$ cat src/rtl/pipe_hazard_ctl.sv
// Pipeline hazard controller: memory-wait stalls with timeout, taken-branch flush,
// load-use interlock, and a saturating count of PC-hold cycles.
module pipe_hazard_ctl #(
   parameter int unsigned TIMEOUT = 255,
   parameter int unsigned CNT_W   = 16
) (
   input  logic             clk,
   input  logic             reset,
   input  logic [0:4]       id_rs1,
   input  logic [0:4]       id_rs2,
   input  logic             id_uses_rs2,
   input  logic [0:4]       ex_destReg,
   input  logic             ex_load,
   input  logic             branch_taken,
   input  logic             mem_req,
   input  logic             mem_ready,
   output logic             pc_hold,
   output logic [0:1]       ifid_ctl,
   output logic [0:1]       idex_ctl,
   output logic [0:1]       exmem_ctl,
   output logic [0:1]       memwb_ctl,
   output logic             mem_error,
   output logic [0:CNT_W-1] stall_cnt,
   output logic [0:1]       state
);

   localparam int unsigned WC_W = $clog2(TIMEOUT + 1);

   localparam logic [1:0] CTL_LOAD  = 2'b00;
   localparam logic [1:0] CTL_HOLD  = 2'b01;
   localparam logic [1:0] CTL_FLUSH = 2'b10;

   typedef enum logic [1:0] {
      ST_RUN   = 2'b00,
      ST_MWAIT = 2'b01,
      ST_ERROR = 2'b10
   } state_e;

   state_e            state_q, state_d;
   logic [WC_W-1:0]   wcnt_q, wcnt_d;
   logic              err_q, err_d;
   logic [CNT_W-1:0]  scnt_q, scnt_d;

   logic mem_wait;
   logic load_use;

   assign mem_wait = mem_req & ~mem_ready;

   // Register 0 is hardwired, so a load targeting it never creates a dependency.
   assign load_use = ex_load && (ex_destReg != 5'd0) &&
                     ((ex_destReg == id_rs1) || (id_uses_rs2 && (ex_destReg == id_rs2)));

   always_comb begin
      pc_hold   = 1'b0;
      ifid_ctl  = CTL_LOAD;
      idex_ctl  = CTL_LOAD;
      exmem_ctl = CTL_LOAD;
      memwb_ctl = CTL_LOAD;
      if (reset) begin
         pc_hold   = 1'b1;
         ifid_ctl  = CTL_FLUSH;
         idex_ctl  = CTL_FLUSH;
         exmem_ctl = CTL_FLUSH;
         memwb_ctl = CTL_FLUSH;
      end else if (state_q == ST_ERROR) begin
         pc_hold   = 1'b1;
         ifid_ctl  = CTL_HOLD;
         idex_ctl  = CTL_HOLD;
         exmem_ctl = CTL_HOLD;
         memwb_ctl = CTL_HOLD;
      end else if (mem_wait) begin
         // Freeze everything upstream of MEM and feed WB a bubble.
         pc_hold   = 1'b1;
         ifid_ctl  = CTL_HOLD;
         idex_ctl  = CTL_HOLD;
         exmem_ctl = CTL_HOLD;
         memwb_ctl = CTL_FLUSH;
      end else if (branch_taken) begin
         ifid_ctl  = CTL_FLUSH;
         idex_ctl  = CTL_FLUSH;
      end else if (load_use) begin
         pc_hold   = 1'b1;
         ifid_ctl  = CTL_HOLD;
         idex_ctl  = CTL_FLUSH;
      end
   end

   always_comb begin
      state_d = state_q;
      wcnt_d  = wcnt_q;
      err_d   = err_q;
      case (state_q)
         ST_RUN: begin
            wcnt_d = '0;
            if (mem_wait) begin
               state_d = ST_MWAIT;
            end
         end
         ST_MWAIT: begin
            if (mem_wait) begin
               wcnt_d = wcnt_q + 1'b1;
               // The edge on which the counter reaches TIMEOUT enters ERROR.
               if (wcnt_q == WC_W'(TIMEOUT - 1)) begin
                  state_d = ST_ERROR;
                  err_d   = 1'b1;
               end
            end else begin
               state_d = ST_RUN;
               wcnt_d  = '0;
            end
         end
         ST_ERROR: begin
            err_d = 1'b1;
         end
         default: begin
            state_d = ST_RUN;
            wcnt_d  = '0;
         end
      endcase
   end

   always_comb begin
      scnt_d = scnt_q;
      if (pc_hold && (scnt_q != {CNT_W{1'b1}})) begin
         scnt_d = scnt_q + 1'b1;
      end
   end

   always_ff @(posedge clk or posedge reset) begin
      if (reset) begin
         state_q <= ST_RUN;
         wcnt_q  <= '0;
         err_q   <= 1'b0;
         scnt_q  <= '0;
      end else begin
         state_q <= state_d;
         wcnt_q  <= wcnt_d;
         err_q   <= err_d;
         scnt_q  <= scnt_d;
      end
   end

   assign mem_error = err_q;
   assign stall_cnt = scnt_q;
   assign state     = state_q;

endmodule

$ cat config.mk
export PLATFORM = sky130hd
export DESIGN_NAME = pipe_hazard_ctl
export DESIGN_NICKNAME = d
export VERILOG_FILES = /design/src/rtl/pipe_hazard_ctl.sv
export SDC_FILE = /design/constraint.sdc
export NUM_CORES = 1
export LEC_CHECK = 0
export ABC_AREA = 1
export CAP_MARGIN = 20
export CORE_MARGIN = 5
export CORE_UTILIZATION = 48
export CTS_CLUSTER_DIAMETER = 40
export DETAILED_ROUTE_END_ITERATION = 7
export GPL_TIMING_DRIVEN = 0
export PLACE_DENSITY = 0.9
export SLEW_MARGIN = 10
export SYNTH_ARGS = -nofsm -noshare
export SYNTH_HDL_FRONTEND = slang
export SYNTH_SLANG_ARGS = --single-unit
$ cat constraint.sdc
create_clock -name clk -period 2.5 [get_ports clk]
set_clock_uncertainty 0.15 [all_clocks]
set_input_delay 0.5 -clock clk [delete_from_list [all_inputs] [get_ports clk]]
set_output_delay 0.5 -clock clk [all_outputs]
set_load 0.01 [all_outputs]
==> flow_summary.toml <==
[critical_path]
cp.required_ns = 1.85
r2r_start = "stall_cnt[15]"
crit_arrival_ns = 1.79
critPathKind = "primary input to primary output"
worst_path_max_delay_cell = "clkdlybuf4s50_1"
worstSetupEndpointType = "primary output"
crit_chain = "clkdlybuf4s50_1, inv_1, nor2_4, inv_1, nand2_2, inv_4, nor2_4, buf_4, clkdlybuf4s15_2"
cp_max_fo = 3
r2r_cells = 9
r2r_end = "stall_cnt[2]"
crit_family = "buffers and inverters"
critPathBufInv = 6
rrSetupSlack_ns = 0.30
critPathLaunchType = "primary input"
cpPeakStageDelay_ns = 0.45

[floorplan]
die_w_um = 71.2
core_um2 = 3630
die-area_um2 = 5070
num_io_pins = 50
die_h_um = 71.2
rows = 22
start_util = 0.495

[global_routing]
gr-total-overflow = 0
grt_pass1_vias = 1801
grt_max_degree = 19
grt_busiest_layer = "met2"
gr-usage-met2 = 0.328
globalRouteMet1Util = 0.239
met3_usage = 0.0270
antenna_found_initial = 0
track_usage = 0.192
grt_pass1_wl_um = 7930

[clocking]
cts_buffers = 3
hold_buffers = 0
clkLatencyLatePin_ns = 0.28
htreeDepth = 1
clk_pin_slew_ns = 0.09
cts_tree = "yes"
cts.sinks = 27
cts_max_path_buffers = 2
cts_root_buffer = "clkbuf_8"

[sta]
fin_ws_ns = 0.0588
worst_pin_slew_ns = 0.376
relSlewSlack = 0.749
slew_viol_final = 0
max_freq_mhz = 410
final_hold_viol_count = 0
post-route-period-util = 0.976
setup_viol = 0
min_period_ns = 2.44

[final_layout]
antennaDiodeCount = 0
area_growth_pct = 43.0
drive_gt1_frac = 0.159
final_cell_area_um2 = 2570
fin_nets = 340

[power_and_ir_drop]
ir_worst_vdd_mv = 0.207
p_leak_nw = 1.39
power.total_w = 0.000801
p_per_area_nw_per_um2 = 311

[routing]
first_pass_iters = 4
drt_first_iter_violations = 137
vias = 1817
via_per_inst = 5.02
postRouteAntennaNets = 0
avgRoutedWirePerCell_um = 13.1
drt_wl_total_um = 4750
post-route-drc-count = 0

[synthesis]
syn_inst = 251
synth_area_leaders = "dfrtp_1 (38%), nand2_1 (17%), inv_1 (7.7%)"
yosys_most_used_dff = "dfrtp_1"
ys_seq_elements = 27
yosys.area.top_type = "dfrtp_1"
yosys_warnings = 0
avgSynthCellArea_um2 = 7.16
async_flop_share = 1.00
syn-num-nets = 276
synthDominantCellAreaShare = 0.376
ys_types = 25
synth_commonest_cells = "nand2_1 (82), inv_1 (37), dfrtp_1 (27)"
ys_seq_area_frac = 0.376
synth_most_common_cell = "nand2_1"
syn_area_um2 = 1800
synth-edff-count = 0

[min_path]
hold_end = "mem_error"
holdPathStages = 1
hp-start = "mem_error"
hold_class = "flip-flop to flip-flop"

[outcome]
status = "completed"

[placed_design]
place_area_um2 = 2380
post-place-ws_ns = -0.804
gp_congestion = 0.924
portBuffers = 49
dp_hpwl_um = 3460

[flow_run]
maxCapViolations = 0
-- report_power, final --
group / total (W) / internal [W] / switching, W
Clock: 0.000254 / 0.000112 / 0.000142
Combinational: 0.000111 / 0.0000565 / 0.0000543
Sequential: 0.000436 / 0.000436 / 0
-- cell usage in the layout, fill, tap and decap left out, types with 2 or more instances in the layout --
cell / n
buf_2: 3
or2_2: 2
buf_4: 12
o21ai_0: 8
o22ai_1: 5
inv_2: 3
nand3_1: 24
nor2_4: 2
clkdlybuf4s50_1: 27
dlygate4sd2_1: 4
nand4_1: 4
nor3_1: 3
xnor2_1: 9
nor2_2: 3
nor2_1: 15
inv_1: 32
dlymetal6s2s_1: 13
clkdlybuf4s15_2: 3
nor3_4: 2
ha_1: 3
dfrtp_1: 27
nand3_2: 3
inv_4: 2
nand2_2: 4
nand3_4: 2
clkbuf_8: 3
xor2_1: 8
nand2_1: 78
-- metrics by stage --
| step | setup TNS [ns] | hold WS [ns] | cells | utilization |
|---|---|---|---|---|
| 2_1_floorplan | 0 | 0.340 | 251 | - |
| 4_1_cts | -0.232 | 0.342 | 356 | 0.678 |
| 3_3_place_gp | -12.66 | 0.305 | 348 | 0.646 |
| 6_report | 0 | 0.332 | 362 | 0.708 |
| 3_5_place_dp | -4.19 | 0.321 | 349 | 0.654 |
| 5_1_grt | -0.0234 | 0.386 | 362 | 0.708 |
-- flip-flops by register name, summed over array words and instances (netlist names) --
signal / cells
stall_cnt: 16
wcnt_q: 8
state: 2
mem_error: 1
-- per-layer routing --
| metal | routed length [µm] | vias up |
|---|---|---|
| met3 | 190 | 10 |
| met5 | 0 | - |
| met2 | 2470 | 49 |
| met4 | 110 | 0 |
| li1 | - | 915 |
| met1 | 1980 | 843 |
-- cells by family after synthesis --
group | after synthesis | synth area share
simple gates | 143 | 0.363
fa+ha+maj | 3 | 0.0209
flops | 27 | 0.376
buf+inv | 43 | 0.0995
xor+xnor | 17 | 0.0828
compound gates | 18 | 0.0585
-- what timing repair did --
action	4_1_cts	5_1_grt
gates resized for setup	31	28
endpoints found under the setup margin	8	6
buffers inserted	3	7
cloned	0	0
pin swaps	2	15
-- worst max-delay path by stage --
| stage | slack (ns) | from | to | depth (start not counted) |
|---|---|---|---|---|
| floorplan | 0.03 | reset | ifid_ctl[1] | 3 |
| global placement | -1.26 | reset | pc_hold | 5 |
| detailed placement | -0.80 | reset | pc_hold | 5 |
| CTS | -0.20 | ex_destReg[4] | pc_hold | 11 |
| global route | -0.02 | mem_req | idex_ctl[1] | 9 |
| finish | 0.06 | mem_req | idex_ctl[1] | 9 |
-- final cells by class --
class,count,area (µm²)
Clock inverter,1,5.00
Multi-Input combinational cell,181,992
Timing Repair Buffer,60,614
Tap cell,48,60.1
Sequential cell,27,676
Buffer,4,31.3
Fill cell,273,1060
Inverter,38,151
Clock buffer,3,41.3
Power figures use the tool's default switching activity.
==> RTL edit 1 (config.mk and constraints unchanged) <==
Reset style: synchronous (`reset`), changed in one clocked block.
--- a/src/rtl/pipe_hazard_ctl.sv
+++ b/src/rtl/pipe_hazard_ctl.sv
@@ -126,7 +126,7 @@
       end
    end
 
-   always_ff @(posedge clk or posedge reset) begin
+   always_ff @(posedge clk) begin
       if (reset) begin
          state_q <= ST_RUN;
          wcnt_q  <= '0;
Behaviour: differs if reset is asserted again (counterexample within 4 cycles, from zero or initial values and one cycle with reset high); with reset held inactive, the same outputs for 10 cycles.
==> RTL edit 1 against the unedited design <==
  * Power decreased by 2.0%
  * Core utilization is 2.3 points lower
  * Register-to-register slack improved by 0.05 ns
  * Final area is 11% lower
  * Setup slack lost 0.017 ns
  * Critical endpoint unchanged
  * Wire length shrank 13%
  * Sequential cell count is the same
  * Area after synthesis shrank 6.3%
  * Synthesized cell count up 4.8%
==> RTL edit 1: results (changes against the unedited design) <==
Clock tree
  • Root buf cell: clkbuf_4 (was clkbuf_8)
  • Worst skew pair latency: 0.34 ns (was 0.28 ns)

Placed design
  • Place WS: -0.797 ns (was -0.804 ns)
  • Placed instance area: 0.00223 mm² (was 0.00238 mm²)

Synthesis
  • Syn_nets: 288 (was 276)
  • Synth Area in Adders: 2.23% (was 2.09%)
  • Ys async rst share: 0% (was 100%)
  • Area contributors post-synth: dfxtp_1 32%, nand2_1 16%, nand3_1 6.8% (was dfrtp_1 38%, nand2_1 17%, inv_1 7.7%)
  • Distinct cells, synth: 29 (was 25)

Layout
  • Share of cells above drive strength 1: 13.5% (was 15.9%)
  • Final Cell Area: 0.00230 mm² (was 0.00257 mm²)
  • Nets@finish: 344 (was 340)

Power and ir drop
  • Power Density: 341 mW/mm² (was 311 mW/mm²)
  • Comb pwr: 141 µW (was 111 µW)
  • Sw Share: 27.9% (was 24.5%)

Drt
  • Initial DRC count: 117 (was 137)
  • DR WL met3: 196 µm (was 190 µm)
  • WL met2: 2.11 mm (was 2.47 mm)
  • Met1 wire length: 1.80 mm (was 1.98 mm)
  • WL per Instance: 11.3 µm (was 13.1 µm)

Worst setup path
  • Critical Path AT: 1.81 ns (was 1.79 ns)

Global route
  • Global-route wire length before repair: 6.94 mm (was 7.93 mm)
  • GRT met3 Usage: 3.19% (was 2.70%)
  • Global-route track usage on met1: 20.0% (was 23.9%)
  • Vias in the first global route: 1690 (was 1801)

Outcome
  • Outcome: finished, final reports clean (unchanged)
## RTL edit 1: cell count changes in the layout (fill, tap and decap cells not counted), sizes merged, moves of 5 or more
| cell | change |
|---|---|
| o22ai | -5 |
| dfrtp | -27 |
| dlygate4sd2 | +10 |
| dfxtp | +27 |
| xnor2 | -6 |
| a21oi | +15 |
| nand3 | -6 |
| buf | -6 |
| dlymetal6s2s | -10 |
| nor2 | +11 |
| nand2 | -10 |
## RTL edit 1: critical path, delay by kind of cell
kind                   cells  cell delay [ns]
buffers and inverters      4             1.24
and+or+nand+nor            1             0.06
## RTL edit 1: what timing repair did
action                                  4_1_cts  5_1_grt
endpoints found under the setup margin        8        6
resized for setup                            36       10
setup buffers                                 2        1
gates cloned                                  0        0
pin swaps                                     9        5
## RTL edit 1: worst paths after layout
check	from	to	slack, ns	cells past startpoint
max	reset	idex_ctl[1]	0.04	5
min	state[0]$_SDFFE_PP0P_	state[1]$_SDFFE_PP0P_	0.33	1
max reg2reg	stall_cnt[15]$_SDFFE_PP0P_	stall_cnt[10]$_SDFFE_PP0P_	0.35	12
min reg2reg	state[0]$_SDFFE_PP0P_	state[1]$_SDFFE_PP0P_	0.33	1
## RTL edit 1: layout make-up
type | instances | share of cell area, %
clock inverters | 1 | 0.326
plain buffers | 6 | 1.85
well taps | 46 | 2.50
clock buffers | 3 | 0.979
flip-flops and latches | 27 | 23.5
inverters | 40 | 6.53
multi-input cells | 189 | 42.8
repair buffers | 52 | 21.5
## RTL edit 1: metrics by stage
step | std cells | hold slack, ns
final | 364 | 0.331
after global routing | 364 | 0.341
after CTS | 363 | 0.357
after detailed placement | 358 | 0.326
after global placement | 358 | 0.318
after floorplan | 263 | 0.311
==> RTL edit 2 (same settings) <==
Made on the original files. Change the parameter `TIMEOUT` from 255 to 510.
--- a/src/rtl/pipe_hazard_ctl.sv
+++ b/src/rtl/pipe_hazard_ctl.sv
@@ -1,7 +1,7 @@
 // Pipeline hazard controller: memory-wait stalls with timeout, taken-branch flush,
 // load-use interlock, and a saturating count of PC-hold cycles.
 module pipe_hazard_ctl #(
-   parameter int unsigned TIMEOUT = 255,
+   parameter int unsigned TIMEOUT = 510,
    parameter int unsigned CNT_W   = 16
 ) (
    input  logic             clk,
Check against the original RTL: same outputs for any inputs over 10 cycles, from zero or initial values and one cycle with reset high; that may be too few to reach the edited logic, so the function may still have changed.
==> RTL edit 2 against the unedited design <==
  * Synthesized cell count grew 8.8%
  * Combinational power shrank 5%
  * Final area grew 1.8%
  * Area after synthesis grew 6.3%
  * Core utilization shrank 4.4 points
  * Clock power grew 13%
  * Wire length grew 5.3%
  * Sequential cell count grew 1
  * First-iteration DRC count shrank 10%
  * Setup slack lost 0.0092 ns
  * Non-clock buffer count shrank 5
  * Power grew 5.5%
  * Cell count grew 5.5%
  * Critical path type unchanged
==> RTL edit 2: results (changes against the unedited design) <==
Layout
  • Max reg flops: 16 (unchanged)
  • Share of cells above drive strength 1: 13.0% (was 15.9%)
  • Nets@finish: 358 (was 340)
  • Filler Cell Count: 325 (was 273)
  • Ant diodes: 0 (unchanged)
  • Non-filler instance count after layout: 382 (was 362)

Power and ir drop
  • Max VDD drop: 0.000188 V (was 0.000207 V)
  • Leakage: 1.42 nW (was 1.39 nW)
  • Sw Share: 23.6% (was 24.5%)

Synthesis
  • Area contributors post-synth: dfrtp_1 37%, nand2_1 17%, inv_1 7.9% (was dfrtp_1 38%, nand2_1 17%, inv_1 7.7%)
  • Syn_nets: 298 (was 276)
  • Ys flop type: dfrtp_1 (unchanged)
  • Most instantiated cells after synthesis: 89 x nand2_1, 40 x inv_1, 28 x dfrtp_1 (was 82 x nand2_1, 37 x inv_1, 27 x dfrtp_1)
  • Ys async rst share: 100% (unchanged)
  • Distinct cells, synth: 32 (was 25)
  • Syn_area_per_cell: 7.00 µm² (was 7.16 µm²)
  • Sequential area share after synthesis: 36.7% (was 37.6%)
  • Yosys warns: 0 (unchanged)

Hold path
  • Hold WC Path Type: reg -> reg (unchanged)

Clock tree
  • Max Buffers Root-to-Sink: 2 (unchanged)
  • Clock transition at path regs: 0.09 ns (about the same)
  • Worst skew pair latency: 0.28 ns (about the same)
  • Root buf cell: clkbuf_8 (unchanged)
  • CTS resizes: 29 (was 31)
  • Num CTS Buffers: 3 (unchanged)
  • H-tree depth: 1 (unchanged)
  • Post-CTS Setup Bufs: 6 (was 3)

Drt
  • Total iterations of the first detailed-routing run: 4 (unchanged)
  • Initial DRC count: 123 (was 137)
  • Wirelength, routed: 5.00 mm (was 4.75 mm)
  • Vias per inst: 5.22 (was 5.02)

Global route
  • Initial antenna violation count: 0 (unchanged)
  • Vias in the first global route: 1867 (was 1801)
  • Largest net degree at the start of global routing: 18 (was 19)
  • Global-route wire length before repair: 8.20 mm (was 7.93 mm)
  • All-Layer GR Usage: 19.2% (about the same)

Placed design
  • Port Buffers: 49 (unchanged)
  • Dpl hpwl: 3.58 mm (was 3.46 mm)
  • Placed instance area: 0.00247 mm² (was 0.00238 mm²)
  • Gp weighted congestion: 0.947 (was 0.924)
  • Placed Cells: 372 (was 349)

Worst setup path
  • Critical Path AT: 1.80 ns
  • Largest stage delay, worst path: 0.47 ns (was 0.45 ns)
  • Slowest stage cell, crit path: clkdlybuf4s50_1 (unchanged)
  • CP max FO: 3 (unchanged)

Timing
  • Relative slew slack: 46.3% (was 74.9%)

Outcome
  • Outcome: finished, final reports clean (unchanged)
==> RTL edit 2: cell types whose count changed in the layout (fill, tap and decap cells not counted), moves of 4 or more <==
cell	delta
nand2_1	+8
a21oi_1	+4
buf_4	-4
dlymetal6s2s_1	-4
inv_1	+4
inv_2	+4
xnor2_1	-4
==> RTL edit 2: critical path: cells and delay by family <==
family	cells	cell delay, ns
compound gates	1	0.12
buf+inv	6	1.03
simple gates	3	0.15
==> RTL edit 2: power groups by stage <==
stage	logic (mW)	clock network (mW)	registers [mW]
4_1_cts	0.102	0.288	0.453
3_3_place_gp	0.0985	0	0.462
3_5_place_dp	0.100	0	0.462
6_report	0.105	0.287	0.453
2_1_floorplan	0.0412	0	0.461
5_1_grt	0.117	0.299	0.453
==> RTL edit 2: metrics by stage <==
step           total power [mW]  worst slack, ns  utilization (%)
6_report                  0.845           0.0495             66.4
3_3_place_gp              0.560            -1.16             62.6
3_5_place_dp              0.562            -1.18             62.6
5_1_grt                   0.869          -0.0289             66.4
4_1_cts                   0.843          -0.0404             65.3
2_1_floorplan             0.503            0.347                -
==> RTL edit 2: logic make-up after synthesis <==
kind of cell,after synthesis,share of synthesized area [%]
adders and majority gates,3,1.96
buffers and inverters,49,10.5
xor gates and xnor gates,15,6.88
DFF,28,36.7
AOI/OAI and AO/OA,21,6.48
and+or+nand+nor,157,37.5
==> RTL edit 2: cell type report <==
| type | count | area [µm²] | share of cell area (%) |
|---|---|---|---|
| Sequential cell | 28 | 701 | 26.8 |
| Timing Repair Buffer | 55 | 536 | 20.5 |
| Timing Repair inverter | 1 | 5.00 | 0.191 |
| Buffer | 4 | 31.3 | 1.20 |
| Clock buffer | 4 | 55.1 | 2.10 |
| Tap cell | 50 | 62.6 | 2.39 |
| Inverter | 44 | 169 | 6.46 |
| Multi-Input combinational cell | 196 | 1060 | 40.4 |
==> RTL edit 2: final timing paths <==
kind                       slack, ns                   endpoint  depth (start not counted)                       from
max in group asynchronous       1.40  stall_cnt[10]$_DFFE_PP0P_                          2                      reset
min in group asynchronous       0.35       state[1]$_DFFE_PP0P_                          3                      reset
min reg2reg                     0.33      mem_error$_DFFE_PP0P_                          1      mem_error$_DFFE_PP0P_
max reg2reg                     0.36   stall_cnt[1]$_DFFE_PP0P_                          7  stall_cnt[15]$_DFFE_PP0P_
max                             0.05                idex_ctl[0]                         10                  mem_ready
min                             0.33      mem_error$_DFFE_PP0P_                          1      mem_error$_DFFE_PP0P_
==> RTL edit 2: layer usage <==
layer | vias to the layer above | track usage, % | wire length, µm
met5 | - | 0 | 0
met4 | 0 | 5.94 | 89
met3 | 10 | 4.82 | 406
met2 | 71 | 33.1 | 2540
met1 | 923 | 23.5 | 1970
li1 | 990 | - | -
